File: config.mk
export PLATFORM = sky130hd
export DESIGN_NAME = mult_div_unit
export DESIGN_NICKNAME = d
export VERILOG_FILES = /design/src/rtl/mdu_pkg.sv /design/src/rtl/mdu_step.sv /design/src/rtl/mult_div_unit.sv
export SDC_FILE = /design/constraint.sdc
export NUM_CORES = 1
export LEC_CHECK = 0
export CELL_PAD_IN_SITES_DETAIL_PLACEMENT = 1
export CELL_PAD_IN_SITES_GLOBAL_PLACEMENT = 1
export CORE_ASPECT_RATIO = 0.6
export CORE_UTILIZATION = 30
export CTS_BUF_LIST = sky130_fd_sc_hd__clkbuf_2
export DETAILED_ROUTE_END_ITERATION = 8
export PLACE_DENSITY_LB_ADDON = 0.2
export SLEW_MARGIN = 20
export SYNTH_ARGS = -nofsm -noshare
export SYNTH_HDL_FRONTEND = slang
export SYNTH_SLANG_ARGS = --single-unit
File: constraint.sdc
create_clock -name clk -period 4.1 [get_ports clk]
set_clock_uncertainty 0.15 [all_clocks]
set_input_delay 1.025 -clock clk [delete_from_list [all_inputs] [get_ports clk]]
set_output_delay 1.025 -clock clk [all_outputs]
set_load 0.05 [all_outputs]
File: src/rtl/mdu_pkg.sv
// Shared encodings for the iterative multiply/divide unit: opcodes, FSM states
// and the per-iteration step mode.
package mdu_pkg;

   localparam int OP_W = 3;

   typedef enum logic [OP_W-1:0] {
      OP_MULT  = 3'd0,
      OP_MULTU = 3'd1,
      OP_DIV   = 3'd2,
      OP_DIVU  = 3'd3,
      OP_MTHI  = 3'd4,
      OP_MTLO  = 3'd5
   } op_e;

   typedef enum logic [1:0] {
      IDLE = 2'd0,
      RUN  = 2'd1,
      FIN  = 2'd2
   } state_e;

   typedef enum logic {
      STEP_MUL = 1'b0,
      STEP_DIV = 1'b1
   } step_mode_e;

   function automatic logic is_div(input logic [OP_W-1:0] op);
      return (op == OP_DIV) || (op == OP_DIVU);
   endfunction

endpackage

File: src/rtl/mdu_step.sv
// One combinational iteration: shift-add multiply on {hi,lo=multiplier}, or
// restoring divide on {remainder,quotient=dividend}.
module mdu_step
   import mdu_pkg::*;
#(
   parameter int N = 32
) (
   input  logic [2*N-1:0] i_acc,
   input  logic [N-1:0]   i_operand,
   input  step_mode_e     i_mode,
   output logic [2*N-1:0] o_acc
);

   logic [N:0]   w_sum;
   logic [N:0]   w_shifted;
   logic [N-1:0] w_diff;
   logic         w_ge;

   // NOTE: every output of a combinational block gets a default first, so no path can infer a latch.
   always_comb begin
      w_sum     = {1'b0, i_acc[2*N-1:N]} + {1'b0, i_operand};
      w_shifted = {i_acc[2*N-1:N], i_acc[N-1]};
      w_ge      = (w_shifted >= {1'b0, i_operand});
      // Only used when w_ge holds, so the result always fits in N bits.
      w_diff    = w_shifted[N-1:0] - i_operand;
      o_acc     = '0;
      if (i_mode == STEP_MUL) begin
         if (i_acc[0]) o_acc = {w_sum, i_acc[N-1:1]};
         else          o_acc = {1'b0, i_acc[2*N-1:1]};
      end else begin
         if (w_ge) o_acc = {w_diff, i_acc[N-2:0], 1'b1};
         else      o_acc = {w_shifted[N-1:0], i_acc[N-2:0], 1'b0};
      end
   end

endmodule

File: src/rtl/mult_div_unit.sv
// Iterative MIPS-style HI/LO multiply/divide unit, one bit per cycle.
// Define MDU_SIGNED_EN to make MULT/DIV signed; otherwise they equal MULTU/DIVU.
module mult_div_unit
   import mdu_pkg::*;
#(
   parameter int N = 32
) (
   input  logic            clk,
   input  logic            reset,
   input  logic            start,
   input  logic [OP_W-1:0] op,
   input  logic [N-1:0]    a,
   input  logic [N-1:0]    b,
   output logic            busy,
   output logic            done,
   output logic            dz,
   output logic [N-1:0]    hi,
   output logic [N-1:0]    lo
);

   localparam int CW = $clog2(N+1);

   state_e         r_state, w_state_nxt;
   logic [CW-1:0]  r_cnt;
   logic [OP_W-1:0] r_op;
   logic [N-1:0]   r_a;
   logic [N-1:0]   r_opnd;
   logic [2*N-1:0] r_acc;
   logic           r_mt_done;

   logic [2*N-1:0] w_step_acc;
   logic [2*N-1:0] w_prod;
   logic [N-1:0]   w_q, w_r;
   logic [N-1:0]   w_abs_a, w_abs_b;
   logic [N-1:0]   w_hi_res, w_lo_res;
   logic           w_accept, w_mt, w_last;
   step_mode_e     w_mode;

   assign w_accept = (r_state == IDLE) && start && (op inside {OP_MULT, OP_MULTU, OP_DIV, OP_DIVU});
   assign w_mt     = (r_state == IDLE) && start && (op inside {OP_MTHI, OP_MTLO});
   assign w_last   = (r_state == RUN) && (r_cnt == CW'(1));
   assign w_mode   = is_div(r_op) ? STEP_DIV : STEP_MUL;

   mdu_step #(.N(N)) u_step (
      .i_acc     (r_acc),
      .i_operand (r_opnd),
      .i_mode    (w_mode),
      .o_acc     (w_step_acc)
   );

`ifdef MDU_SIGNED_EN
   logic w_neg_a, w_neg_b;
   logic r_neg_lo, r_neg_hi;

   always_comb begin
      w_neg_a = ((op == OP_MULT) || (op == OP_DIV)) && a[N-1];
      w_neg_b = ((op == OP_MULT) || (op == OP_DIV)) && b[N-1];
      w_abs_a = w_neg_a ? -a : a;
      w_abs_b = w_neg_b ? -b : b;
      // Product/quotient sign is the XOR of operand signs; remainder follows the dividend.
      w_prod  = r_neg_lo ? -w_step_acc : w_step_acc;
      w_q     = r_neg_lo ? -w_step_acc[N-1:0] : w_step_acc[N-1:0];
      w_r     = r_neg_hi ? -w_step_acc[2*N-1:N] : w_step_acc[2*N-1:N];
   end

   always_ff @(posedge clk or negedge reset) begin
      if (!reset) begin
         r_neg_lo <= 1'b0;
         r_neg_hi <= 1'b0;
      end else if (w_accept) begin
         r_neg_lo <= w_neg_a ^ w_neg_b;
         r_neg_hi <= w_neg_a;
      end
   end
`else
   always_comb begin
      w_abs_a = a;
      w_abs_b = b;
      w_prod  = w_step_acc;
      w_q     = w_step_acc[N-1:0];
      w_r     = w_step_acc[2*N-1:N];
   end
`endif

   always_comb begin
      w_hi_res = w_prod[2*N-1:N];
      w_lo_res = w_prod[N-1:0];
      if (is_div(r_op)) begin
         if (r_opnd == '0) begin
            w_hi_res = r_a;
            w_lo_res = '1;
         end else begin
            w_hi_res = w_r;
            w_lo_res = w_q;
         end
      end
   end

   always_comb begin
      w_state_nxt = r_state;
      busy        = (r_state != IDLE);
      done        = (r_state == FIN) || r_mt_done;
      case (r_state)
         IDLE:    if (w_accept) w_state_nxt = RUN;
         RUN:     if (w_last)   w_state_nxt = FIN;
         FIN:     w_state_nxt = IDLE;
         default: w_state_nxt = IDLE;
      endcase
   end

   // NOTE: sequential state uses non-blocking assignments so every register samples pre-edge values.
   always_ff @(posedge clk or negedge reset) begin
      if (!reset) begin
         r_state   <= IDLE;
         r_cnt     <= '0;
         r_op      <= '0;
         r_a       <= '0;
         r_opnd    <= '0;
         r_acc     <= '0;
         r_mt_done <= 1'b0;
         hi        <= '0;
         lo        <= '0;
         dz        <= 1'b0;
      end else begin
         r_state   <= w_state_nxt;
         r_mt_done <= w_mt;
         if (w_accept) begin
            r_op  <= op;
            r_a   <= a;
            r_cnt <= CW'(N);
            if (is_div(op)) begin
               r_opnd <= w_abs_b;
               r_acc  <= {{N{1'b0}}, w_abs_a};
            end else begin
               r_opnd <= w_abs_a;
               r_acc  <= {{N{1'b0}}, w_abs_b};
            end
         end else if (r_state == RUN) begin
            r_acc <= w_step_acc;
            r_cnt <= r_cnt - CW'(1);
         end
         if (w_mt) begin
            if (op == OP_MTHI) hi <= a;
            else               lo <= a;
         end
         // Results land on the edge entering FIN so HI/LO are valid while done is high.
         if (w_last) begin
            hi <= w_hi_res;
            lo <= w_lo_res;
            if (is_div(r_op)) dz <= (r_opnd == '0);
         end
      end
   end

endmodule

==> qor.txt, run 1 <==
overall power -> 3.815 mW
ant diodes -> 0
Area Overhead vs Synth -> 20.79%
die height -> 170.7 µm
final hold viol count -> 0
CP bufs+invs -> 0
TritonCTS clock tree -> yes
pin count of the biggest net entering global routing -> 76
Top delay family on crit path -> compound AO/OA/AOI/OAI gates
pre-CTS setup slack -> 0.3062 ns
Final WS setup -> 0.2635 ns
first-pass GRT wire length -> 94570 µm
CP most frequent cell -> a31oi_1
layout cell share with drive strength beyond 1 -> 0.1009
crit path time final -> 3.837 ns
Post-Syn Nets -> 1849
synthesized area per cell -> 8.320 µm²
PwrDens -> 221.9 nW/µm²
Main synth FF type -> dfrtp_1
DR iter-0 viols -> 1155
clk_lat worst skew -> 0.95 ns
Cells after Synth -> 1711
# rows -> 61
CTS root buf -> clkbuf_2
Post-synth EDFFs -> 0
DRC -> 0
post-route ant nets -> 0
RR Endpoint -> hi[28]$_DFFE_PN0P_
crit-path cells -> ha_1 > nand4_1 > nor4_1 > o21ai_2 > a31oi_1 > a31oi_1 > xnor2_1 > mux2_2 > a222oi_1 > o211ai_1
Area contributors post-synth -> dfrtp_1 (36%), nand2_1 (8.0%), mux2i_1 (7.2%)
endpoint class of the critical path -> register
required time worst endpoint -> 4.76 ns
Cell Area, Synth -> 14240 µm²
WHS Path Cells -> 2
initial antenna violation count -> 0
Final setup viols -> 0
HPWL after DPL -> 45970 µm
max_slew headroom -> 0.3949
H-tree Lvls -> 2
Ys Warns -> 0
RSZ-0062 raised after global routing -> no
# IOs -> 137
Synth Register Bits -> 204
actual slew at the worst max-slew pin -> 0.9077 ns
CORE AREA -> 46560 µm²
routability cong. -> 0.9591
Clock Path Buffers -> 3
max incr delay on CP -> 0.60 ns
max-cap check violation count -> 0
final core utilization -> 0.3694
cell area after layout -> 17200 µm²
slowest stage cell, crit path -> nor4_1
Max Fclk -> 260.7 MHz
Hold Crit Class -> register to register
vias in the first global route -> 14999
per-cell routed wire length -> 24.60 µm
Leak -> 7.912 nW
element type at the critical path start -> register
outcome -> finished clean
fin cells -> 2532
most frequent cells after synthesis -> nand2_1 (302), dfrtp_1 (204), o21ai_0 (112)
asr flop ratio synth -> 1.000
Fill cells -> 5586
FF-to-FF setup slack -> 0.26 ns
die width -> 283.2 µm
final period utilization -> 0.9357
CTS clk-pin slew, worst paths -> 0.13 ns
Final Max Slew Viols -> 0
WS Path Type -> register to register
Vias per Instance -> 5.728
placed inst area -> 16680 µm²
Starting Density -> 0.3058
worst r2r path cells -> 10
WP data arrival -> 4.50 ns
CP max FO -> 8
placed cells -> 2438
hold path startpoint -> r_a[6]$_DFFE_PN0P_
via count -> 14503
die area -> 48360 µm²
CTS Sinks -> 204
r2r startpoint -> r_acc[41]$_DFFE_PN0P_
final wirelength -> 62280 µm
First-pass DRT Iterations -> 5
setup tns final -> 0 ns
leading area contributor after synthesis -> dfrtp_1
Unique masters post-synth -> 73
Global Route Usage Sum -> 0.2546
Seq/Total Area, Yosys -> 0.3586
Hold EP -> r_a[6]$_DFFE_PN0P_
Synth top area share -> 0.3586
PortBufs -> 136
grt ovf -> 0
Hold WS -> 0.3409 ns
peak supply drop -> 0.0001458 V
number of buffers created by CTS -> 50
top-count cell post-synth -> nand2_1
Final nets -> 1999
-- cell families (layout without fill, tap and decap cells) --
kind of cell             after synthesis  count (layout)  synth area share
buffers and inverters                178             369           0.04816
AO/OA/AOI/OAI                        528             528            0.2438
multiplexers                         111             111           0.07875
AND/OR/NAND/NOR                      568             568            0.1767
adder cells (fa/ha/maj)               68              68           0.06082
XOR/XNOR                              54              54           0.03322
flip-flops                           204             204            0.3586
-- power by group --
part	leakage, nW	switching (mW)	internal, mW
Combinational	5.08	0.133	0.0938
Sequential	2.47	0	2.01
Clock	0.354	0.986	0.591
-- worst min-delay path, delay by kind of cell (launching register included) --
kind,cells,cell delay (ns)
simple gates,2,0.10
flops,1,0.36
-- repair_timing --
| action | in CTS | in global routing |
|---|---|---|
| endpoints found under the setup margin | 0 | 1 |
| setup buffers | 0 | 0 |
| resized for setup | 0 | 1 |
| endpoints found under the hold margin | 62 | 0 |
| hold buffers | 1 | 0 |
-- metal layers --
metal  share of wire  global-route usage
met3           0.058             0.04387
met4           0.025             0.07309
met2            0.44              0.3898
met1            0.48              0.3657
met5               0                   0
-- cell type report --
type	count	area, µm²	share of cell area
Clock buffer	69	345.3	0.02008
Multi-Input combinational cell	1329	8504	0.4945
Inverter	62	232.7	0.01353
Timing Repair Buffer	214	2067	0.1202
Sequential cell	204	5105	0.2969
Tap cell	630	788.3	0.04584
Clock inverter	24	153.9	0.008949
-- worst max-delay path by stage --
| stage | slack (ns) | to | startpoint | depth (start not counted) |
|---|---|---|---|---|
| after global placement | 0.42 | hi[28]$_DFFE_PN0P_ | r_acc[31]$_DFFE_PN0P_ | 14 |
| after global routing | 0.06 | r_acc[59]$_DFFE_PN0P_ | r_acc[35]$_DFFE_PN0P_ | 11 |
| final | 0.26 | hi[28]$_DFFE_PN0P_ | r_acc[41]$_DFFE_PN0P_ | 10 |
| after floorplan | 1.05 | r_acc[61]$_DFFE_PN0P_ | r_acc[32]$_DFFE_PN0P_ | 13 |
| after CTS | 0.20 | hi[28]$_DFFE_PN0P_ | r_acc[31]$_DFFE_PN0P_ | 14 |
| after detailed placement | 0.31 | hi[28]$_DFFE_PN0P_ | r_acc[31]$_DFFE_PN0P_ | 14 |
-- cell usage in the layout (no fill, tap or decap), types with 54 or more instances in the layout --
cell,count
a21oi_1,108
a31oi_1,54
buf_4,68
clkbuf_2,69
clkdlybuf4s50_1,135
dfrtp_1,204
ha_1,66
inv_1,61
mux2i_1,103
nand2_1,301
nor2_1,84
o21ai_0,112
-- sequential cells by signal (all words and copies together) (netlist names) --
name and flops:
r_a 32, r_opnd 32, lo 32, hi 32, r_mt_done 1, r_acc 64, r_op 2, dz 1
r_state 2, r_cnt 6
Note: power is estimated with default switching activity, not from simulation.
==> inputs of run 2 (changes only) <==
--- a/config.mk
+++ b/config.mk
@@ -8,9 +8,10 @@
 export CELL_PAD_IN_SITES_DETAIL_PLACEMENT = 1
 export CELL_PAD_IN_SITES_GLOBAL_PLACEMENT = 1
 export CORE_ASPECT_RATIO = 0.6
-export CORE_UTILIZATION = 30
+export CORE_UTILIZATION = 45
 export CTS_BUF_LIST = sky130_fd_sc_hd__clkbuf_2
 export DETAILED_ROUTE_END_ITERATION = 8
+export MAX_ROUTING_LAYER = met4
 export PLACE_DENSITY_LB_ADDON = 0.2
 export SLEW_MARGIN = 20
 export SYNTH_ARGS = -nofsm -noshare
==> qor.txt, run 2 (synthesized netlist as in run 1, its figures left out) <==
initial antenna violation count -> 1
CTS clk-pin slew, worst paths -> 0.14 ns
commonest cells after routing, fill and taps aside -> nand2_1 (301), dfrtp_1 (204), clkdlybuf4s50_1 (135)
vias in the first global route -> 15087
area of the multi-input gates -> 8512 µm²
Leak -> 7.740 nW
die area -> 32370 µm²
layout cell share with drive strength beyond 1 -> 0.08633
final period utilization -> 0.9825
Final WS setup -> 0.07176 ns
Area Overhead vs Synth -> 16.74%
per-cell routed wire length -> 25.42 µm
r2r startpoint -> r_opnd[16]$_DFFE_PN0P_
DRC -> 0
WHS Path Cells -> 2
Register Area -> 5105 µm²
DR iter-0 viols -> 1503
Max Fclk -> 248.2 MHz
worst r2r path cells -> 13
grt ovf -> 0
commonest non-fill, non-tap cell in the layout -> nand2_1
required time worst endpoint -> 4.66 ns
endpoint class of the critical path -> register
RR Endpoint -> hi[26]$_DFFE_PN0P_
peak supply drop -> 0.0001403 V
CP endpoint -> hi[26]$_DFFE_PN0P_
die height -> 139.8 µm
FF-to-FF setup slack -> 0.07 ns
actual slew at the worst max-slew pin -> 1.009 ns
Global Route Usage Sum -> 0.3690
Fill cells -> 3740
Clock Path Buffers -> 3
die width -> 231.6 µm
Hold Crit Class -> register to register
CTS root buf -> clkbuf_2
CTS Sinks -> 204
Final nets -> 1969
TritonCTS clock tree -> yes
first-pass GRT wire length -> 89530 µm
max reg flops -> 64
PwrDens -> 218.7 nW/µm²
crit path time final -> 4.028 ns
# rows -> 50
CP max FO -> 43
overall power -> 3.635 mW
Final setup viols -> 0
WS Path Type -> register to register
H-tree Lvls -> 2
element type at the critical path start -> register
placed cells -> 2195
final hold viol count -> 0
Starting Density -> 0.4569
First-pass DRT Iterations -> 6
number of buffers created by CTS -> 49
WP data arrival -> 4.59 ns
Post-CTS Setup Repair Bufs -> 0
final core utilization -> 0.5335
max-cap check violation count -> 0
outcome -> finished clean
pin count of the biggest net entering global routing -> 76
setup tns final -> 0 ns
Final Max Slew Viols -> 0
Largest Register -> r_acc
post-route ant nets -> 0
fin cells -> 2282
clk_lat worst skew -> 0.88 ns
# IOs -> 137
pre-CTS setup slack -> 0.1128 ns
CORE AREA -> 31150 µm²
Vias per Instance -> 6.447
PortBufs -> 136
routability cong. -> 0.9843
via count -> 14713
max_slew headroom -> 0.3271
HPWL after DPL -> 42650 µm
worst setup path start -> r_opnd[16]$_DFFE_PN0P_
final wirelength -> 58020 µm
[run 2: changes by cell type in the layout (fill, tap and decap cells not counted), moves of 2 or more]
cell | previous run | this run
bufinv_16 | 2 | 0
buf_4 | 68 | 40
clkbuf_2 | 69 | 73
clkinv_1 | 18 | 12
clkinv_2 | 3 | 1
clkinvlp_4 | 2 | 0
[run 2: worst min path at each step]
stage / start / to / slack, ns
after floorplan: r_a[28]$_DFFE_PN0P_ / r_a[28]$_DFFE_PN0P_ / 0.29
after global placement: r_a[3]$_DFFE_PN0P_ / r_a[3]$_DFFE_PN0P_ / 0.31
after detailed placement: r_a[9]$_DFFE_PN0P_ / r_a[9]$_DFFE_PN0P_ / 0.31
after CTS: r_a[9]$_DFFE_PN0P_ / r_a[9]$_DFFE_PN0P_ / 0.34
after global routing: r_a[9]$_DFFE_PN0P_ / r_a[9]$_DFFE_PN0P_ / 0.37
final: r_a[7]$_DFFE_PN0P_ / r_a[7]$_DFFE_PN0P_ / 0.34
[run 2: critical path, stage by stage, from the launching register on]
cell	delay (ns)
dfrtp_1	0.52
inv_1	0.09
ha_1	0.40
nand4_1	0.28
nor4_4	0.39
nand4_1	0.29
a21oi_1	0.27
a2bb2oi_1	0.13
o21ai_4	0.09
buf_12	0.31
mux2i_2	0.37
o21ai_0	0.15
a31oi_1	0.28
o21ai_0	0.13
[run 2: area by class of cell]
class	instances	area share
multi-input combinational	1329	0.5122
sequential	204	0.3072
timing repair buffer	185	0.1104
tap	416	0.03132
clock buffer	73	0.02198
inverter	62	0.01400
clock inverter	12	0.002786
antenna	1	0.0001506
[run 2: per-layer routing]
| metal | GRT usage | vias to the layer above | share of wire |
|---|---|---|---|
| li1 | - | 6520 | - |
| met1 | 0.5150 | 7413 | 0.46 |
| met2 | 0.5413 | 665 | 0.44 |
| met3 | 0.06107 | 115 | 0.073 |
| met4 | 0.1219 | 0 | 0.031 |
| met5 | - | - | 0 |
[run 2: report_power, final]
group,switching (mW),internal [mW],total [mW],leakage (nW)
combinational,0.136,0.0930,0.229,4.94
sequential,0,2.01,2.01,2.47
clock,0.926,0.468,1.39,0.324
total,1.06,2.57,3.63,7.74
[run 2: repair_timing]
item                                   in CTS  in global routing
hold buffers                                1                  0
setup endpoints to repair                   0                 11
gates resized for setup                     0                  3
endpoints found under the hold margin      38                  0
[run 2: metrics by stage]
| stage | hold WS (ns) | instance area (µm²) |
|---|---|---|
| CTS | 0.3415 | 16600 |
| finish | 0.3398 | 16620 |
| floorplan | 0.2874 | 14240 |
| detailed placement | 0.3149 | 16180 |
| global route | 0.3655 | 16620 |
| global placement | 0.3088 | 16180 |
